[config.mk]
export PLATFORM = sky130hd
export DESIGN_NAME = hmmm_mem_loader
export DESIGN_NICKNAME = d
export VERILOG_FILES = /design/src/rtl/hmmm_mem_pkg.sv /design/src/rtl/hmmm_mem_array.sv /design/src/rtl/hmmm_mem_loader.sv
export SDC_FILE = /design/constraint.sdc
export NUM_CORES = 2
export LEC_CHECK = 0
export BUFFER_PORTS_ARGS = -buffer_cell sky130_fd_sc_hd__clkbuf_2
export CAP_MARGIN = 15
export CORE_ASPECT_RATIO = 0.7
export CORE_MARGIN = 2
export CORE_UTILIZATION = 45
export CTS_CLUSTER_SIZE = 12
export DETAILED_ROUTE_END_ITERATION = 8
export PLACE_DENSITY_LB_ADDON = 0.25
export SLEW_MARGIN = 5
export SYNTH_ARGS = -nofsm -noshare
export SYNTH_HDL_FRONTEND = slang
export SYNTH_HIERARCHICAL = 1
export SYNTH_SLANG_ARGS = --single-unit
[constraint.sdc]
create_clock -name ph1 -period 4.5 [get_ports ph1]
set_input_delay 0.225 -clock ph1 [delete_from_list [all_inputs] [get_ports ph1]]
set_output_delay 0.225 -clock ph1 [all_outputs]
set_load 0.03 [all_outputs]
[src/rtl/hmmm_mem_pkg.sv]
// Shared types and sizing constants for the HMMM unified memory and its byte-serial loader.
package hmmm_mem_pkg;

  localparam int MEM_AW = 8;
  localparam int MEM_IW = 15;
  localparam int HI_W   = 7;
  localparam int LO_W   = 8;

  typedef enum logic [2:0] {
    L_CNT,
    L_HI,
    L_LO,
    L_SUM,
    RUN,
    ERR
  } loader_state_e;

endpackage

[src/rtl/hmmm_mem_array.sv]
// 2**AW x IW storage: asynchronous read, one synchronous write port with separate hi/lo byte enables.
module hmmm_mem_array
  import hmmm_mem_pkg::*;
#(
  parameter int AW = MEM_AW,
  parameter int IW = MEM_IW
) (
  input  logic          clk_i,
  input  logic          we_hi_i,
  input  logic          we_lo_i,
  input  logic [AW-1:0] wadr_i,
  input  logic [IW-1:0] wdata_i,
  input  logic [AW-1:0] radr_i,
  output logic [IW-1:0] rdata_o
);

  logic [IW-1:0] mem_q [0:(1<<AW)-1];

  // No reset: contents survive reset so a partial load stays visible until overwritten.
  always_ff @(posedge clk_i) begin
    if (we_lo_i) mem_q[wadr_i][LO_W-1:0]  <= wdata_i[LO_W-1:0];
    if (we_hi_i) mem_q[wadr_i][IW-1:LO_W] <= wdata_i[IW-1:LO_W];
  end

  assign rdata_o = mem_q[radr_i];

endmodule

[src/rtl/hmmm_mem_loader.sv]
// HMMM program/data memory with byte-serial image loader; holds the CPU idle until loaded.
// Optional macro HMMM_LOADER_CHECKSUM_EN adds a trailing 8-bit wrap-sum byte and an error state.
module hmmm_mem_loader
  import hmmm_mem_pkg::*;
#(
  parameter int AW = MEM_AW,
  parameter int IW = MEM_IW
) (
  input  logic            ph1,
  input  logic            reset,
  input  logic            ld_valid,
  input  logic [7:0]      ld_data,
  output logic            ld_ready,
  output logic            cpu_run,
  input  logic [AW-1:0]   cpu_adr,
  input  logic            cpu_we,
  input  logic [7:0]      cpu_wdata,
  output logic [HI_W-1:0] cpu_rdata_hi,
  output logic [LO_W-1:0] cpu_rdata_lo,
  output logic            ld_err
);

  loader_state_e   state_q;
  logic            ld_ready_q;
  logic            cpu_run_q;
  logic [AW:0]     rem_q;
  logic [AW-1:0]   ptr_q;
  logic [HI_W-1:0] hi_buf_q;
  logic            xfer;

  assign xfer = ld_valid & ld_ready_q;

`ifdef HMMM_LOADER_CHECKSUM_EN
  logic [7:0] sum_q;
  logic       ld_err_q;
  assign ld_err = ld_err_q;
`else
  assign ld_err = 1'b0;
`endif

  always_ff @(posedge ph1 or negedge reset) begin
    if (!reset) begin
      state_q    <= L_CNT;
      ld_ready_q <= 1'b1;
      cpu_run_q  <= 1'b0;
      rem_q      <= '0;
      ptr_q      <= '0;
`ifdef HMMM_LOADER_CHECKSUM_EN
      sum_q      <= '0;
      ld_err_q   <= 1'b0;
`endif
    end else begin
      case (state_q)
        L_CNT: if (xfer) begin
          // A zero count byte stands for a full-depth image.
          rem_q   <= (ld_data == 8'h00) ? (AW+1)'(1 << AW) : (AW+1)'(ld_data);
          ptr_q   <= '0;
          state_q <= L_HI;
`ifdef HMMM_LOADER_CHECKSUM_EN
          sum_q   <= ld_data;
`endif
        end
        L_HI: if (xfer) begin
          state_q <= L_LO;
`ifdef HMMM_LOADER_CHECKSUM_EN
          sum_q   <= sum_q + ld_data;
`endif
        end
        L_LO: if (xfer) begin
          ptr_q <= ptr_q + 1'b1;
          rem_q <= rem_q - 1'b1;
`ifdef HMMM_LOADER_CHECKSUM_EN
          sum_q <= sum_q + ld_data;
`endif
          if (rem_q == (AW+1)'(1)) begin
`ifdef HMMM_LOADER_CHECKSUM_EN
            state_q    <= L_SUM;
`else
            state_q    <= RUN;
            ld_ready_q <= 1'b0;
            cpu_run_q  <= 1'b1;
`endif
          end else begin
            state_q <= L_HI;
          end
        end
`ifdef HMMM_LOADER_CHECKSUM_EN
        L_SUM: if (xfer) begin
          ld_ready_q <= 1'b0;
          if (sum_q == ld_data) begin
            state_q   <= RUN;
            cpu_run_q <= 1'b1;
          end else begin
            state_q  <= ERR;
            ld_err_q <= 1'b1;
          end
        end
`endif
        default: ;
      endcase
    end
  end

  always_ff @(posedge ph1) begin
    if (state_q == L_HI && xfer) hi_buf_q <= ld_data[HI_W-1:0];
  end

  assign ld_ready = ld_ready_q;
  assign cpu_run  = cpu_run_q;

  logic            in_run;
  logic            we_hi;
  logic            we_lo;
  logic [AW-1:0]   wadr;
  logic [IW-1:0]   wdata;
  logic [IW-1:0]   rdata;

  // Loader and CPU never write in the same state, so RUN alone selects the write source.
  assign in_run = (state_q == RUN);
  assign we_hi  = !in_run && (state_q == L_LO) && xfer;
  assign we_lo  = in_run ? cpu_we : ((state_q == L_LO) && xfer);
  assign wadr   = in_run ? cpu_adr : ptr_q;
  assign wdata  = in_run ? {hi_buf_q, cpu_wdata} : {hi_buf_q, ld_data};

  hmmm_mem_array #(
    .AW(AW),
    .IW(IW)
  ) u_mem (
    .clk_i  (ph1),
    .we_hi_i(we_hi),
    .we_lo_i(we_lo),
    .wadr_i (wadr),
    .wdata_i(wdata),
    .radr_i (cpu_adr),
    .rdata_o(rdata)
  );

  assign cpu_rdata_hi = rdata[IW-1:LO_W];
  assign cpu_rdata_lo = rdata[LO_W-1:0];

endmodule
* Yosys cells after proc, flatten, opt, wreduce, memory -nomap -nowiden
Memory sizes are Yosys's and may differ from the RTL's.
Cells that the tools add are included.
W data, S select, Z words.
** Cells by class
- $add $sub $neg :: 2
- Eq/ne operators :: 7
- Multiplexer cells :: 19
- Bitwise gates (word level) :: 1
- Reductions and logical operators :: 12
** Operators with widths (count)
- $mux W8 :: 4
- $mux W9 :: 3
- $pmux W9 S2 :: 1
- $pmux W8 S2 :: 1
- $mux W3 :: 4
- $eq A9 B1 Y1 const B :: 1
- $pmux W3 S3 :: 1
- $sub A9 B1 Y9 const B :: 1
- $add A8 B1 Y8 const B :: 1
- $logic_not A8 Y1 :: 1
- $ne A2 B2 Y1 const B :: 3
- $reduce_and A3 Y1 :: 2
- $mux W1 :: 5
- $logic_and A1 B1 Y1 :: 4
- $reduce_and A4 Y1 :: 1
- $eq A3 B1 Y1 const B :: 1
- $eq A3 B2 Y1 const B :: 1
- $eq A3 B3 Y1 const B :: 1
- $logic_not A3 Y1 :: 1
- $reduce_bool A3 Y1 :: 1
- $reduce_bool A2 Y1 :: 1
- $and A1 B1 Y1 :: 1
- $logic_not A1 Y1 :: 1
** Storage, ports and cells
- Register bits :: 29
- Bits in writable memories :: 3840
- Bits of input ports :: 28
- Output and inout port bits :: 18
- Logic and storage cells :: 48
- Memories :: 1
** Memory list
- u_mem.mem_q :: words 256, bits a word 15, rd ports 1, clocked after Yosys merged registers in 0, write ports 1, RTL line hmmm_mem_array.sv:17 : logic [IW-1:0] mem_q [0:(1<<AW)-1];

* Logic depth before layout (Yosys ltp)
- Word-level depth :: 6
- Mapped depth :: 12
- Mapped depth without buffers :: 7

* Modules after synthesis
The synthesis kept the hierarchy.
** Modules (own cells, without submodules)
- hmmm_mem_array :: instances 1, cells each 7059, area each 149473.4 um^2, sequential area each 115310.6 um^2
- hmmm_mem_loader :: instances 1, cells each 165, area each 1620.3 um^2, sequential area each 762.0 um^2

* Worst setup path after synthesis
Ideal clock, no wire load.
- Path type :: reg2reg
- Start :: register hi_buf_q[2]
- End :: memory u_mem/mem_q[0][10] in the netlist's numbering, data pin
- Data arrival time :: 3228 ps
- Required time :: 3683 ps
- Slack :: 454 ps
- Stages on the path, launching flop included :: 1
- Path buffers :: 0
- Clock period less this slack :: 4046 ps
- Path through :: edfxtp_1
** RTL lines
- start, declared :: RTL line hmmm_mem_loader.sv:28 : logic [HI_W-1:0] hi_buf_q;
- start signal, assigned :: RTL line hmmm_mem_loader.sv:105 : if (state_q == L_HI && xfer) hi_buf_q <= ld_data[HI_W-1:0];
- end, declared :: RTL line hmmm_mem_array.sv:17
No word-level cell before the write port.

* Worst setup path after layout
- Start :: memory u_mem/mem_q[210][0] in the netlist's numbering
- End :: output port cpu_rdata_lo[0]
** On the way
- Cells in the longest elaborated chain, start to end :: 1
** RTL lines
- $mem_v2 Z256 W15
- end, declared :: RTL line hmmm_mem_loader.sv:19 : output logic [LO_W-1:0] cpu_rdata_lo,
Every way passes these cells.

==> results.txt <==
Status -> finished, final reports clean
Num CTS Buffers -> 373
Area share of the largest cell type after synthesis -> 76.5%
Gr usage total -> 23.6%
Worst Hold Class -> in -> reg
Initial Util -> 45.4%
Rel. slew slack -> 2.76%
Fin crit period -> 4.36 ns
DRT iter0 DRCs -> 12000
Async SR Flop Fraction -> 0.569%
PwrDens -> 410 nW/um2
Max-slew violations -> 0
First-pass GRT wire length -> 574000 um
Final Hold Fails -> 0
Sequential share of the synthesized area -> 76.8%
Top cells by area, synth -> edfxtp_1 76%, mux4_2 11%, mux2i_1 2.0%, mux4_1 1.7%, nor2_1 1.5%
Die H -> 489 um
Setup crit start kind -> flip-flop
DIE WIDTH -> 697 um
Port Buffers -> 44
Critical path type -> reg -> out
Drt wl/cell -> 31.8 um
Vias -> 78300
Share of post-route cells with drive strength above 1 -> 26.8%
Critical Path End Type -> primary output
# rows -> 177
Fmax -> 0.229 GHz
Clock Skews -> 0.0556 ns
Leak pwr -> 0.0552 uW
Ports -> 46
Post-Syn Area -> 151000 um2
Register area -> 116000 um2
Post-synth EDFFs -> 3847
Routability cong. -> 0.850
DRC Markers -> 0
Top FF cell, synth -> edfxtp_1
Mean Syn Cell Area -> 20.9 um2
Post-Synthesis Cells -> 7224
Final Cycle Share -> 96.9%
Pin count of the biggest net entering global routing -> 216
Design Power -> 70600 uW
Antenna violations before repair -> 19
Most area-hungry cell type in the Yosys netlist -> edfxtp_1
Footprint of the multi-input gates -> 32200 um2
Reg clk slew, reported paths -> 0.06 ns
CTS tree -> yes
Die area -> 340000 um2
CTS Root Cell -> clkbuf_16
Clock Sinks -> 3869
Filler Cell Count -> 26000
Vias per cell -> 6.16
P&R area growth vs syn -> 14.1%
Longest Clk Path Bufs -> 4
Final nets -> 8164
Distinct cells, synth -> 80
Worst-Margin Slew -> 1.46 ns
Worst path arrival time -> 4.13 ns
Remaining Overflow, GRT -> 0
Final setup viols -> 0
H-tree Lvls -> 5
Vias in the first global route -> 76700
Clk Latency, worst-skew pair -> 0.94 ns
Setup TNS -> 0 ns
DP Wirelength -> 257000 um
Max Cap Viol -> 0
Routed WL -> 405000 um
RSZ-0062 raised after global routing -> false
Req. time, crit path -> 4.28 ns
CP max FO -> 1
ANT nets after route -> 0
Flops & latches, synth -> 3869
Pre-antenna DRT Iters -> 6
Mapped Nets -> 7255
Core box area -> 333000 um2
Max VDD drop -> 275 uV
Synth warn -> 6
## logic make-up after synthesis
kind of cell / share of synthesized area, %
multiplexers: 14.6
AND/OR/NAND/NOR: 2.76
other: 0.00248
buffers and inverters: 2.09
AO/OA/AOI/OAI: 3.71
adder cells (fa/ha/maj): 0.0248
XOR/XNOR: 0.0232
flip-flops: 76.8
## report_power, final
part	switching, uW	total (uW)	internal, uW
combinational	2160	3420	1260
sequential	0	39300	39300
clock	12600	27900	15300
## area by class of cell
class,count,share of cell area [%]
sequential,3869,67.3
inverter,9,0.0196
multi-input combinational,2879,18.7
clock inverter,29,0.127
antenna,4,0.00581
tap,4475,3.25
timing repair buffer,1001,4.86
clock buffer,458,5.72
## per-layer routing
metal	wire (um)	global-route usage, %	vias to the layer above	part of all wire, %
li1	-	-	31900	-
met5	0	0	-	0
met4	9630	5.51	0	2.4
met2	177000	33.9	4190	44
met1	175000	37.0	41700	43
met3	43300	4.82	538	11
## what timing repair did
item | 4_1_cts | 5_1_grt
gates resized for setup | 5 | 1
buffers inserted | 0 | 0
endpoints found under the hold margin | 48 | 0
setup endpoints to repair | 5 | 1
hold buffers | 13 | 0
## registers in the layout, summed over array words and instances, names as in the netlist
signal	cells
cpu_run	1
hi_buf_q	7
ld_ready	1
ptr_q	8
rem_q	9
state_q	3
u_mem/mem_q	3840
## path summary, 6_finish.rpt
| check | from | to | slack, ns | cells past startpoint |
|---|---|---|---|---|
| max | u_mem/mem_q[210][0] | cpu_rdata_lo[0] | 0.14 | 9 |
| min | cpu_wdata[2] | u_mem/mem_q[128][2] | 0.08 | 2 |
| max reg2reg | state_q[2] | u_mem/mem_q[246][11] | 0.66 | 9 |
| min reg2reg | cpu_run | cpu_run | 0.48 | 1 |
| max in group asynchronous | reset | ptr_q[1] | 3.95 | 4 |
| min in group asynchronous | reset | rem_q[8] | 0.38 | 4 |
## placed cells by master, fill, tap and decap left out, types with 42 or more instances in the layout
master,instances
o221ai_1,76
mux4_1,98
nor2_1,583
clkbuf_1,74
buf_12,73
buf_4,881
nor3_1,59
o22ai_1,48
o21ai_0,42
clkbuf_16,382
edfxtp_1,3847
a22oi_1,240
a21oi_1,189
mux4_2,714
nand2_1,87
mux2i_1,308
## stage by stage
step / hold slack, ns / area [um2] / util (%) / setup slack (ns) / cells
floorplan: -0.0706 / 151000 / - / 0.454 / 7224
global placement: 0.289 / 162000 / 48.7 / -0.455 / 12200
detailed placement: 0.299 / 162000 / 48.7 / -0.325 / 12200
CTS: 0.0772 / 172000 / 51.8 / 0.0394 / 12700
global route: 0.0955 / 172000 / 51.8 / 0.0548 / 12700
finish: 0.0845 / 172000 / 51.8 / 0.141 / 12700
## worst max-delay path: stages (launching register included)
cell and delay (ns):
edfxtp_1 0.36, mux4_2 0.46, a22o_1 0.24, a221oi_1 0.68
o32ai_1 0.29, nor3_4 0.55, nor4_2 0.10, buf_4 0.24
buf_4 0.15, buf_12 0.13
## cell usage after synthesis, drive strengths merged, types with 17 or more instances
cell	count
nor4	34
a21oi	189
nand4	17
o21ai	53
nand3	54
clkbuf	225
a22o	36
a221oi	34
nor3	65
edfxtp	3847
o22ai	48
mux2	24
dfrtp	21
nand2	88
mux2i	308
nor2b	25
o221ai	78
buf	236
mux4	812
o22a	25
nor2	586
a22oi	240
No activity file was read; power rests on OpenSTA's default activity.
